===== config.mk =====
export PLATFORM = sky130hd
export DESIGN_NAME = multicycle_ctrl
export DESIGN_NICKNAME = d
export VERILOG_FILES = /design/src/rtl/multicycle_ctrl_pkg.sv /design/src/rtl/multicycle_ctrl_op_classifier.sv /design/src/rtl/multicycle_ctrl.sv
export SDC_FILE = /design/constraint.sdc
export NUM_CORES = 1
export LEC_CHECK = 0
export ABC_AREA = 0
export BUFFER_PORTS_ARGS = -buffer_cell sky130_fd_sc_hd__buf_4
export CORE_MARGIN = 2
export CORE_UTILIZATION = 35
export DETAILED_ROUTE_END_ITERATION = 10
export PLACE_DENSITY_LB_ADDON = 0.2
export SLEW_MARGIN = 20
export SYNTH_ARGS = -nofsm -noshare
export SYNTH_HDL_FRONTEND = slang
export SYNTH_SLANG_ARGS = --single-unit

===== constraint.sdc =====
create_clock -name Clk -period 4 [get_ports Clk]
set_input_delay 0.8 -clock Clk [delete_from_list [all_inputs] [get_ports Clk]]
set_output_delay 0.8 -clock Clk [all_outputs]
set_load 0.02 [all_outputs]

===== src/rtl/multicycle_ctrl_pkg.sv =====
// Shared encodings for the multicycle control unit: FSM states, operation
// classes, decoder-index boundaries and write-back source selects.
package multicycle_ctrl_pkg;

  typedef enum logic [2:0] {
    S_FETCH  = 3'd0,
    S_DECODE = 3'd1,
    S_EXEC   = 3'd2,
    S_MEM    = 3'd3,
    S_WB     = 3'd4,
    S_TRAP   = 3'd5
  } state_t;

  typedef enum logic [2:0] {
    C_ALU     = 3'd0,
    C_LOAD    = 3'd1,
    C_STORE   = 3'd2,
    C_BRANCH  = 3'd3,
    C_JUMP    = 3'd4,
    C_ILLEGAL = 3'd5
  } op_class_t;

  // First index of each class range in the decoder ROM
  localparam int unsigned OP_LOAD_FIRST   = 19;
  localparam int unsigned OP_STORE_FIRST  = 24;
  localparam int unsigned OP_BRANCH_FIRST = 27;
  localparam int unsigned OP_LUI          = 39;
  localparam int unsigned OP_JAL          = 41;
  localparam int unsigned OP_LAST         = 42;

  // Write-back source selects
  localparam logic [1:0] WB_MEM = 2'd0;
  localparam logic [1:0] WB_ALU = 2'd1;
  localparam logic [1:0] WB_PC4 = 2'd2;

endpackage


===== src/rtl/multicycle_ctrl_op_classifier.sv =====
// Combinational decoder-index classifier: maps an operation index to its
// class and, for branches, whether the branch is taken.
module op_classifier
  import multicycle_ctrl_pkg::*;
#(
  parameter int WIDTH_OP_LENGTH = 6
) (
  input  logic [WIDTH_OP_LENGTH-1:0] op_idx,
  output op_class_t                  op_class,
  output logic                       taken
);

  // Range compare on the zero-extended index, then the taken-branch subset
  always_comb begin
    int unsigned idx;
    idx = 32'(op_idx);
    if (idx < OP_LOAD_FIRST)        op_class = C_ALU;
    else if (idx < OP_STORE_FIRST)  op_class = C_LOAD;
    else if (idx < OP_BRANCH_FIRST) op_class = C_STORE;
    else if (idx < OP_LUI)          op_class = C_BRANCH;
    else if (idx < OP_JAL)          op_class = C_ALU;
    else if (idx <= OP_LAST)        op_class = C_JUMP;
    else                            op_class = C_ILLEGAL;
    case (idx)
      32'd27, 32'd30, 32'd31, 32'd34, 32'd35, 32'd38: taken = 1'b1;
      default:                                        taken = 1'b0;
    endcase
  end

endmodule


===== src/rtl/multicycle_ctrl.sv =====
// Multicycle processor control FSM (FETCH/DECODE/EXEC/MEM/WB/TRAP) with
// optional performance counters, enabled by defining PERF_COUNTERS_EN.
// Control outputs are decoded combinationally from the state register so an
// asynchronous reset drops MemWe immediately and presents a fetch request.
module multicycle_ctrl
  import multicycle_ctrl_pkg::*;
#(
  parameter int WIDTH_OP_LENGTH  = 6,
  parameter int WIDTH_CNT_LENGTH = 32
) (
  input  logic                        Clk,
  input  logic                        Rst,
  input  logic [WIDTH_OP_LENGTH-1:0]  OpIdx,
  input  logic                        MemReady,
  output logic                        MemReq,
  output logic                        MemSel,
  output logic                        MemWe,
  output logic                        IRWrite,
  output logic                        PCWrite,
  output logic                        PCSel,
  output logic                        RegWEn,
  output logic [1:0]                  WBSel,
  output logic                        Retire,
  output logic                        Illegal,
  output logic [WIDTH_CNT_LENGTH-1:0] CycleCnt,
  output logic [WIDTH_CNT_LENGTH-1:0] InstRetCnt
);

  state_t                     state;
  logic [WIDTH_OP_LENGTH-1:0] op_q;
  logic [WIDTH_OP_LENGTH-1:0] op_sel;
  op_class_t                  op_class;
  logic                       taken;

  // DECODE classifies the live index; later states use the latched one
  assign op_sel = (state == S_DECODE) ? OpIdx : op_q;

  op_classifier #(.WIDTH_OP_LENGTH(WIDTH_OP_LENGTH)) u_cls (
    .op_idx   (op_sel),
    .op_class (op_class),
    .taken    (taken)
  );

  // State sequencing and operation latch
  always_ff @(posedge Clk or posedge Rst) begin
    if (Rst) begin
      state <= S_FETCH;
      op_q  <= '0;
    end else begin
      case (state)
        S_FETCH:  if (MemReady) state <= S_DECODE;
        S_DECODE: begin
          op_q  <= OpIdx;
          state <= (op_class == C_ILLEGAL) ? S_TRAP : S_EXEC;
        end
        S_EXEC: begin
          case (op_class)
            C_ALU, C_JUMP:    state <= S_WB;
            C_LOAD, C_STORE:  state <= S_MEM;
            default:          state <= S_FETCH;
          endcase
        end
        S_MEM:    if (MemReady) state <= (op_class == C_LOAD) ? S_WB : S_FETCH;
        S_WB:     state <= S_FETCH;
        S_TRAP:   state <= S_TRAP;
        default:  state <= S_FETCH;
      endcase
    end
  end

  // Control decode; IRWrite is masked under reset so a ready memory cannot
  // load the IR while the unit is being reset.
  always_comb begin
    MemReq  = 1'b0;
    MemSel  = 1'b0;
    MemWe   = 1'b0;
    IRWrite = 1'b0;
    PCWrite = 1'b0;
    PCSel   = 1'b0;
    RegWEn  = 1'b0;
    WBSel   = WB_MEM;
    Retire  = 1'b0;
    Illegal = 1'b0;
    case (state)
      S_FETCH: begin
        MemReq  = 1'b1;
        IRWrite = MemReady & ~Rst;
      end
      S_EXEC: begin
        if (op_class == C_BRANCH) begin
          PCWrite = 1'b1;
          PCSel   = taken;
          Retire  = 1'b1;
        end
      end
      S_MEM: begin
        MemReq = 1'b1;
        MemSel = 1'b1;
        MemWe  = (op_class == C_STORE);
        if (MemReady && op_class == C_STORE) begin
          PCWrite = 1'b1;
          Retire  = 1'b1;
        end
      end
      S_WB: begin
        RegWEn  = 1'b1;
        PCWrite = 1'b1;
        Retire  = 1'b1;
        PCSel   = (op_class == C_JUMP);
        case (op_class)
          C_LOAD:  WBSel = WB_MEM;
          C_JUMP:  WBSel = WB_PC4;
          default: WBSel = WB_ALU;
        endcase
      end
      S_TRAP:  Illegal = 1'b1;
      default: ;
    endcase
  end

`ifdef PERF_COUNTERS_EN
  logic [WIDTH_CNT_LENGTH-1:0] cycle_q;
  logic [WIDTH_CNT_LENGTH-1:0] ret_q;

  // Free-running cycle count and retired-instruction count, both wrapping
  always_ff @(posedge Clk or posedge Rst) begin
    if (Rst) begin
      cycle_q <= '0;
      ret_q   <= '0;
    end else begin
      cycle_q <= cycle_q + WIDTH_CNT_LENGTH'(1);
      if (Retire) ret_q <= ret_q + WIDTH_CNT_LENGTH'(1);
    end
  end

  assign CycleCnt   = cycle_q;
  assign InstRetCnt = ret_q;
`else
  assign CycleCnt   = '0;
  assign InstRetCnt = '0;
`endif

endmodule

-- Word-level counts from Yosys, hierarchy flattened
Index checks and enable logic that the tools add are counted.
- logic and storage cells: 63
- input port bits: 9
- register bits after elaboration: 9
- bitwise logic cells: 2
- reductions and logical operators: 8
- mux-type cells: 27
- $lt $le $gt $ge: 6
- equal/unequal tests: 18
- operators with widths (cell ; count):
    3-bit two-way mux ; 9
    6-bit by 5-bit == test with 1-bit output (second input constant) ; 3
    6-bit == test (second input constant) ; 3
    6-bit by 5-bit less-than comparator with 1-bit output (second input constant) ; 3
    3-bit one-hot mux with 5 select lines ; 1
    3-bit by 2-bit == test with 1-bit output (second input constant) ; 4
    3-bit == test (second input constant) ; 4
    6-bit less-than comparator (second input constant) ; 2
    1-bit two-way mux ; 11
    3-bit by 1-bit == test with 1-bit output (second input constant) ; 2
    6-bit <= comparator (second input constant) ; 1
    3-bit zero test ; 2
    6-bit two-way mux ; 1
    3-bit one-hot mux with 2 select lines ; 1
    2-bit OR reduction ; 3
    6-bit OR reduction ; 1
    2-bit != test (second input constant) ; 2
    2-bit one-hot mux with 2 select lines ; 1
    1-bit one-hot mux with 3 select lines ; 1
    2-bit two-way mux ; 1
    1-bit one-hot mux with 2 select lines ; 1
    2-bit AND reduction ; 1
    1-bit AND ; 1
    1-bit logical AND ; 1
    1-bit inverter ; 1

-- Logic depth before layout (Yosys ltp)
Gate-level depths: netlist of run 1.
- depth after elaboration: 13
- gate-level depth with buffers: 9
- gate-level depth less buffers: 6

-- Modules after synthesis
A second synthesis of run 1 with hierarchy kept.
- cell total of the unflattened synthesis: 149
- area, all modules: 1207.4 um2
- modules (own cells, without submodules) (module ; area an instance (um2) ; cells an instance ; instances):
    multicycle_ctrl ; 1097.3 ; 130 ; 1
    op_classifier ; 110.1 ; 19 ; 1

-- Worst setup path after synthesis of run 1
OpenSTA, ideal clock, no wires.
- kind: register to output
- start point: register state[2]
- end point: output port WBSel[0]
- path buffers: 1
- data arrival time: 1.932 ns
- data required time: 3.200 ns
- path slack: 1.268 ns
- cell stages (with the launch flop): 7
- cell sequence: dfrtp_1 > nor3b_4 > buf_6 > mux2_2 > xnor2_1 > o211ai_1 > nor3b_1
- word-level cells in the longest chain between the ends: 12
- ends and longest elaborated chain (item ; line ; text):
    start: declaration ; multicycle_ctrl.sv:29 ; state_t state;
    start signal: assignment ; multicycle_ctrl.sv:54 ; state <= (op_class == C_ILLEGAL) ? S_TRAP : S_EXEC;
    start signal: assignment ; multicycle_ctrl.sv:63 ; S_MEM: if (MemReady) state <= (op_class == C_LOAD) ? S_WB : S_FETCH;
    3-bit by 1-bit == test with 1-bit output * ; multicycle_ctrl.sv:36 ; assign op_sel = (state == S_DECODE) ? OpIdx : op_q;
    6-bit two-way mux * ; multicycle_ctrl.sv:36 ;
    net op_sel[0] ; multicycle_ctrl.sv:31 ; logic [WIDTH_OP_LENGTH-1:0] op_sel;
    6-bit <= comparator ; multicycle_ctrl_op_classifier.sv:22 ; else if (idx <= OP_LAST) op_class = C_JUMP;
    1-bit two-way mux ; multicycle_ctrl_op_classifier.sv:22 ;
    3-bit two-way mux ; multicycle_ctrl_op_classifier.sv:21 ; else if (idx < OP_JAL) op_class = C_ALU;
    3-bit two-way mux ; multicycle_ctrl_op_classifier.sv:20 ; else if (idx < OP_LUI) op_class = C_BRANCH;
    3-bit two-way mux ; multicycle_ctrl_op_classifier.sv:19 ; else if (idx < OP_BRANCH_FIRST) op_class = C_STORE;
    3-bit two-way mux ; multicycle_ctrl_op_classifier.sv:18 ; else if (idx < OP_STORE_FIRST) op_class = C_LOAD;
    3-bit two-way mux * ; multicycle_ctrl_op_classifier.sv:17 ; if (idx < OP_LOAD_FIRST) op_class = C_ALU;
    3-bit == test or 3-bit by 1-bit == test with 1-bit output (tied branches) ; multicycle_ctrl.sv:110 ; case (op_class)
    2-bit one-hot mux with 2 select lines * ; multicycle_ctrl.sv:110 ;
    2-bit two-way mux * ; multicycle_ctrl.sv:84 ; case (state)
    end: declaration ; multicycle_ctrl.sv:22 ; output logic [1:0] WBSel,
Mark *: on every way through the listed nets, which the timed path passes. The rest lies on a longest branch.

-- Worst setup path in the final report of run 1
- start point: register state[1]
- end point: output port WBSel[0]
Same word-level chain as after synthesis.

==> out/metrics.csv, run 1 <==
metric,value,unit
outcome,"finished, final reports clean",
grt_pass1_vias,676,
cts_buffer_depth,2,
synth_common_cells,"buf_4 (66), inv_1 (11), dfrtp_1 (9)",
synth.most_common_cell,buf_4,
pre_cts_ws,1.15,ns
synth.top_cells.by_area,"buf_4 (40%), dfrtp_1 (18%), inv_1 (3.3%)",
num-nets-final,180,
area_growth_syn_to_layout,-4.11,%
htree_num_levels,1,
vias_per_cell,3.96,
period_needed,3.14,ns
die_x,63.7,µm
tns,0,ns
cp.required,3.20,ns
slew_viol_final,0,
antenna_found_initial,0,
rsz0062_at_grt,false,
power_per_cell_area,621,nW/µm²
dp.final_hpwl,1760,µm
cpPeakStageDelay,0.50,ns
cts_tree,built,
total_power,0.000744,W
cts_inserted_buffers,3,
arrival,2.34,ns
pin_count,84,
avgSynthCellArea,8.22,µm²
ys_types,40,
numPortBuffers,19,
yosysWarnings,0,
place_congestion,0.857,
fin_area,1200,µm²
post_cts.repair.setup_buffers,0,
synth_top_area_frac,0.397,
grt_pass1_wl,2990,µm
ctsHoldBuffers,0,
seq_area_frac_synth,0.180,
layout_setup_ws,0.860,ns
grt_max_degree,12,
synthCells,152,
crit_fanout,11,
fin_skew,0.000594,ns
worstSetupEndpoint,WBSel[0],
crit_path_start,state[1]$_DFFE_PP0P_,
num-fill-cells,373,
rr_worst_depth,6,
worstHoldPathType,input pin to async pin,
cts.clk_slew.worst_paths,0.05,ns
synth-edff-count,0,
critPathSlowestCell,dfrtp_1,
max-cap-violations,0,
rows,21,
grt_remaining_overflow,0,
cp-end-kind,primary output,
syn-cell-area,1250,µm²
synthFlopType,dfrtp_1,
diodes,0,
finalHoldViolations,0,
cts_sinks,9,
die_y,63.7,µm
postRouteAntennaNets,0,
dieArea,4060,µm²
ctsResizeCount,0,
ys_ff_latch,9,
crit_chain,nor3b_4 > mux2_2 > xnor2_1 > o211ai_1 > nor3b_1 > buf_4,
place_area,1170,µm²
power.leakage,0.652,nW
setup_viol,0,
initialDrtViolationCount,29,
root_buffer,clkbuf_4,
drive_above_1_share,0.171,
timing.rr.start,state[1]$_DFFE_PP0P_,
grt_usage,0.0943,
period_share,0.785,
totalWireLength,2050,µm
start_util,0.368,
synth.largest_area_cell,buf_4,
drc,0,
worst_setup_path_start_kind,register,
rrSetupSlack,1.61,ns
dp_cells,212,
num_vias,855,
r2r_end,state[0]$_DFFE_PP0P_,
clock_latency,0.24,ns
fin_cells,216,
crit_type,register to primary output,
core_area,3390,µm²
drt_pre_antenna_iters,4,
irDropWorstVdd,132,µV
max_freq,0.319,GHz
wl_per_cell,9.47,µm
ys_async_sr_fraction,1.00,
==> final cells by class <==
type / count / area, µm² / area share
Clock buffer: 4 / 26.3 / 0.0219
Inverter: 11 / 41.3 / 0.0345
Timing Repair Buffer: 20 / 150 / 0.125
Sequential cell: 9 / 225 / 0.188
Multi-Input combinational cell: 126 / 697 / 0.582
Tap cell: 46 / 57.6 / 0.0481
==> worst max-delay path, delay by kind of cell, from the launching register on <==
kind,cells,cell delay (ns)
DFF,1,0.50
muxes,1,0.41
buffers and inverters,1,0.18
and+or+nand+nor,2,0.72
xor gates and xnor gates,1,0.13
AOI/OAI and AO/OA,1,0.16
==> layout by cell type (no fill, tap or decap), drive strengths merged, types with 4 or more instances in the layout <==
master / synthesis / final
clkbuf: 1 / 4
dfrtp: 9 / 9
nor3b: 6 / 6
inv: 11 / 11
mux2i: 5 / 5
o21ai: 5 / 5
nor2: 5 / 5
a21oi: 4 / 4
buf: 68 / 20
conb: 1 / 64
==> routing by layer <==
| metal | track usage | share of wire |
|---|---|---|
| met1 | 0.109 | 0.40 |
| met3 | 0.0246 | 0.11 |
| met4 | 0.0489 | 0.0083 |
| met5 | 0 | 0 |
| met2 | 0.159 | 0.48 |
==> where the power goes <==
| group | internal (W) | total (W) | switching, W | leakage (nW) |
|---|---|---|---|---|
| clock network | 0.0000380 | 0.0000633 | 0.0000253 | 0.0150 |
| registers | 0.000135 | 0.000199 | 0.0000641 | 0.109 |
| logic | 0.000201 | 0.000482 | 0.000281 | 0.528 |
==> worst min path at each step <==
stage / end / slack (ns) / from
finish: state[0]$_DFFE_PP0P_ / 0.51 / Rst
floorplan: op_q[4]$_DFF_PP0_ / 0.51 / op_q[4]$_DFF_PP0_
global placement: op_q[4]$_DFF_PP0_ / 0.57 / op_q[4]$_DFF_PP0_
CTS: state[0]$_DFFE_PP0P_ / 0.51 / Rst
detailed placement: op_q[4]$_DFF_PP0_ / 0.58 / op_q[4]$_DFF_PP0_
global route: op_q[4]$_DFF_PP0_ / 0.53 / Rst
==> flip-flops by register name, summed over array words and instances (netlist names) <==
| name | flops |
|---|---|
| state | 3 |
| op_q | 6 |
==> logic make-up (layout without fill, tap and decap cells) <==
group / after synthesis / after routing / synth area share
AO/OA/AOI/OAI: 19 / 19 / 0.100
flip-flops: 9 / 9 / 0.180
buffers and inverters: 80 / 35 / 0.451
AND/OR/NAND/NOR: 32 / 32 / 0.171
multiplexers: 8 / 8 / 0.0731
XOR/XNOR: 3 / 3 / 0.0210
other: 1 / 64 / 0.00300
==> per-stage QoR <==
step,util,hold slack [ns]
after CTS,0.353,0.513
final,0.353,0.514
after detailed placement,0.346,0.584
after global placement,0.346,0.574
after global routing,0.353,0.526
after floorplan,-,0.507
Note: power is estimated with default switching activity, not from simulation.
==> inputs of run 2 (changes only) <==
--- a/config.mk
+++ b/config.mk
@@ -5,7 +5,7 @@
 export SDC_FILE = /design/constraint.sdc
 export NUM_CORES = 1
 export LEC_CHECK = 0
-export ABC_AREA = 0
+export ABC_AREA = 1
 export BUFFER_PORTS_ARGS = -buffer_cell sky130_fd_sc_hd__buf_4
 export CORE_MARGIN = 2
 export CORE_UTILIZATION = 35
==> constraint.sdc (replaced) <==
create_clock -name Clk -period 2.84 [get_ports Clk]
set_input_delay 0.568 -clock Clk [delete_from_list [all_inputs] [get_ports Clk]]
set_output_delay 0.568 -clock Clk [all_outputs]
set_load 0.02 [all_outputs]
==> out/metrics.csv, run 2 <==
metric,value,unit,change
rrSetupSlack,0.77,ns,-0.84 ns
largest_reg_flops,6,,unchanged
num_vias,1078,,+26%
crit_chain,inv_4 > nand2_4 > nor2_4 > nand2_1 > nand2_2 > nand3_2 > nand2_2 > nand2_2 > inv_2 > nand2_2 > nand2_2 > nand2_4 > nand2_4 > nand2_4 > buf_6 > nor2_4 > buf_6,,
diodes,0,,unchanged
clock_latency,0.26,ns,+0.02 ns
timing.rr.start,state[1]$_DFFE_PP0P_,,
rows,21,,unchanged
fin_skew,0.00174,ns,+0.00115 ns
drt_pre_antenna_iters,4,,unchanged
arrival,2.22,ns,-0.12 ns
root_buffer,clkbuf_4,,
max-cap-violations,0,,unchanged
num-nets-final,235,,+31%
totalWireLength,2620,µm,+28%
worstHoldPathType,input pin to async pin,,
htree_num_levels,1,,unchanged
reg_top3,"op_q: 6 flops, state: 3 flops",,
antenna_found_initial,0,,unchanged
power.leakage,0.856,nW,+31%
drive_above_1_share,0.382,,+0.212
largest_register,op_q,,
ys_types,24,,-40%
setup_viol,0,,unchanged
cts_buffer_depth,2,,unchanged
cp.required,2.27,ns,-0.93 ns
fin_cells,271,,+25%
power_per_cell_area,1310,nW/µm²,+110%
synth.most_common_cell,buf_4,,
path_buf_inv,4,,+3
yosysWarnings,0,,unchanged
grt_max_degree,10,,-2
grt_pass1_vias,860,,+27%
cts_inserted_buffers,3,,unchanged
synth_top_area_frac,0.398,,+0.00160
cts_sinks,9,,unchanged
critPathMostFrequentCell,nand2_2,,
crit_fanout,5,,-6
final_cell_mix,"conb_1 (64), buf_4 (32), nand2_1 (21), nand2_2 (18), inv_1 (13)",,
crit_type,register to primary output,,
syn-cell-area,1240,µm²,-0.40%
pin_count,84,,unchanged
cts_tree,built,,
wl_per_cell,9.66,µm,+2.0%
period_needed,2.79,ns,
max_freq,0.359,GHz,
worst_setup_path_start_kind,register,,
core_area,3360,µm²,-0.78%
place_congestion,0.759,,-11%
rsz0062_at_grt,true,,
slew_viol_final,0,,unchanged
area_growth_syn_to_layout,22.2,%,
synth-edff-count,0,,unchanged
start_util,0.370,,+0.00139
initialDrtViolationCount,27,,-6.9%
vias_per_cell,3.98,,+0.49%
finalHoldViolations,0,,unchanged
synth_common_cells,"buf_4 (66), nand2_1 (41), inv_1 (14), nor2_1 (14), nand3_1 (10)",,
dp.final_hpwl,1840,µm,+4.4%
avgSynthCellArea,6.62,µm²,-19%
die_y,63.6,µm,-0.19%
cpPeakStageDelay,0.41,ns,-0.09 ns
postRouteAntennaNets,0,,unchanged
grt_pass1_wl,3750,µm,+25%
layout_setup_ws,0.0535,ns,-0.807 ns
critPathTopFamily,simple AND/OR/NAND/NOR gates,,
rr_worst_depth,19,,+13
synth.top_cells.by_area,"buf_4 (40%), dfrtp_1 (18%), nand2_1 (12%)",,
dp_cells,250,,+18%
grt_remaining_overflow,0,,unchanged
seq_area_frac_synth,0.181,,+0.000726
period_share,0.981,,
dieArea,4050,µm²,-0.38%
irDropWorstVdd,473,µV,+260%
synthCells,188,,+24%
grt_usage,0.113,,+0.0191
layout_commonest_cell,conb_1,,
num-fill-cells,366,,-1.9%
ctsHoldBuffers,0,,unchanged
r2r_end,state[2]$_DFFE_PP0P_,,
synthFlopType,dfrtp_1,,
numPortBuffers,19,,unchanged
critPathSlowestCell,dfrtp_1,,
ys_ff_latch,9,,unchanged
synth.largest_area_cell,buf_4,,
outcome,"finished, final reports clean",,
drc,0,,unchanged
pre_cts_ws,0.198,ns,-0.948 ns
die_x,63.6,µm,-0.19%
cp-end-kind,primary output,,
ys_async_sr_fraction,1.00,,unchanged
cts.clk_slew.worst_paths,0.06,ns,about the same
-- run 2: layer usage --
layer | vias to the layer above | GRT usage | wire (µm)
met5 | - | 0 | 0
met4 | 0 | 0.0598 | 70
met3 | 8 | 0.0125 | 115
met2 | 43 | 0.197 | 1410
met1 | 497 | 0.136 | 1020
li1 | 530 | - | -
-- run 2: cell families (layout without fill, tap and decap cells) --
kind of cell	Yosys count	in the layout	synth area share
AND/OR/NAND/NOR	83	84	0.307
flip-flops	9	9	0.181
buffers and inverters	85	58	0.456
AO/OA/AOI/OAI	10	10	0.0533
other	1	64	0.00302
-- run 2: stage by stage --
stage	utilization	power [W]	cell area, µm²	setup TNS [ns]	hold slack (ns)
floorplan	-	0.00112	1480	0	0.396
global placement	0.352	0.00127	1180	0	0.526
detailed placement	0.352	0.00126	1180	0	0.532
CTS	0.371	0.00141	1250	0	0.291
global route	0.452	0.00215	1520	-0.425	0.311
finish	0.452	0.00199	1520	0	0.283
-- run 2: worst max-delay path by stage --
stage	start	endpoint	slack, ns	cells after the start
final	state[1]$_DFFE_PP0P_	WBSel[1]	0.05	17
after global routing	state[1]$_DFFE_PP0P_	PCSel	-0.10	16
after CTS	state[1]$_DFFE_PP0P_	WBSel[0]	0.01	16
after detailed placement	OpIdx[2]	WBSel[0]	0.20	15
after global placement	OpIdx[2]	WBSel[0]	0.21	15
after floorplan	state[1]$_DFFE_PP0P_	Retire	0.11	13
-- run 2: final cells by class --
class,count,area [µm²],share of cell area
Multi-Input combinational cell,158,855,0.562
Timing Repair Buffer,35,274,0.180
Sequential cell,9,226,0.149
Inverter,19,81.3,0.0535
Tap cell,46,57.6,0.0379
Clock buffer,4,26.3,0.0173
-- run 2: power by group --
part           total (W)  internal [W]  switching, W
clock network   0.000101     0.0000543     0.0000469
logic            0.00165      0.000639       0.00101
registers       0.000240      0.000192     0.0000483
total            0.00199      0.000885       0.00111
-- run 2: repair_timing --
action                                  in CTS  in global routing
pin swaps                                    0                 22
endpoints found under the setup margin       4                  6
resized for setup                            4                 48
setup buffers                                3                 13
gates cloned                                 0                  1
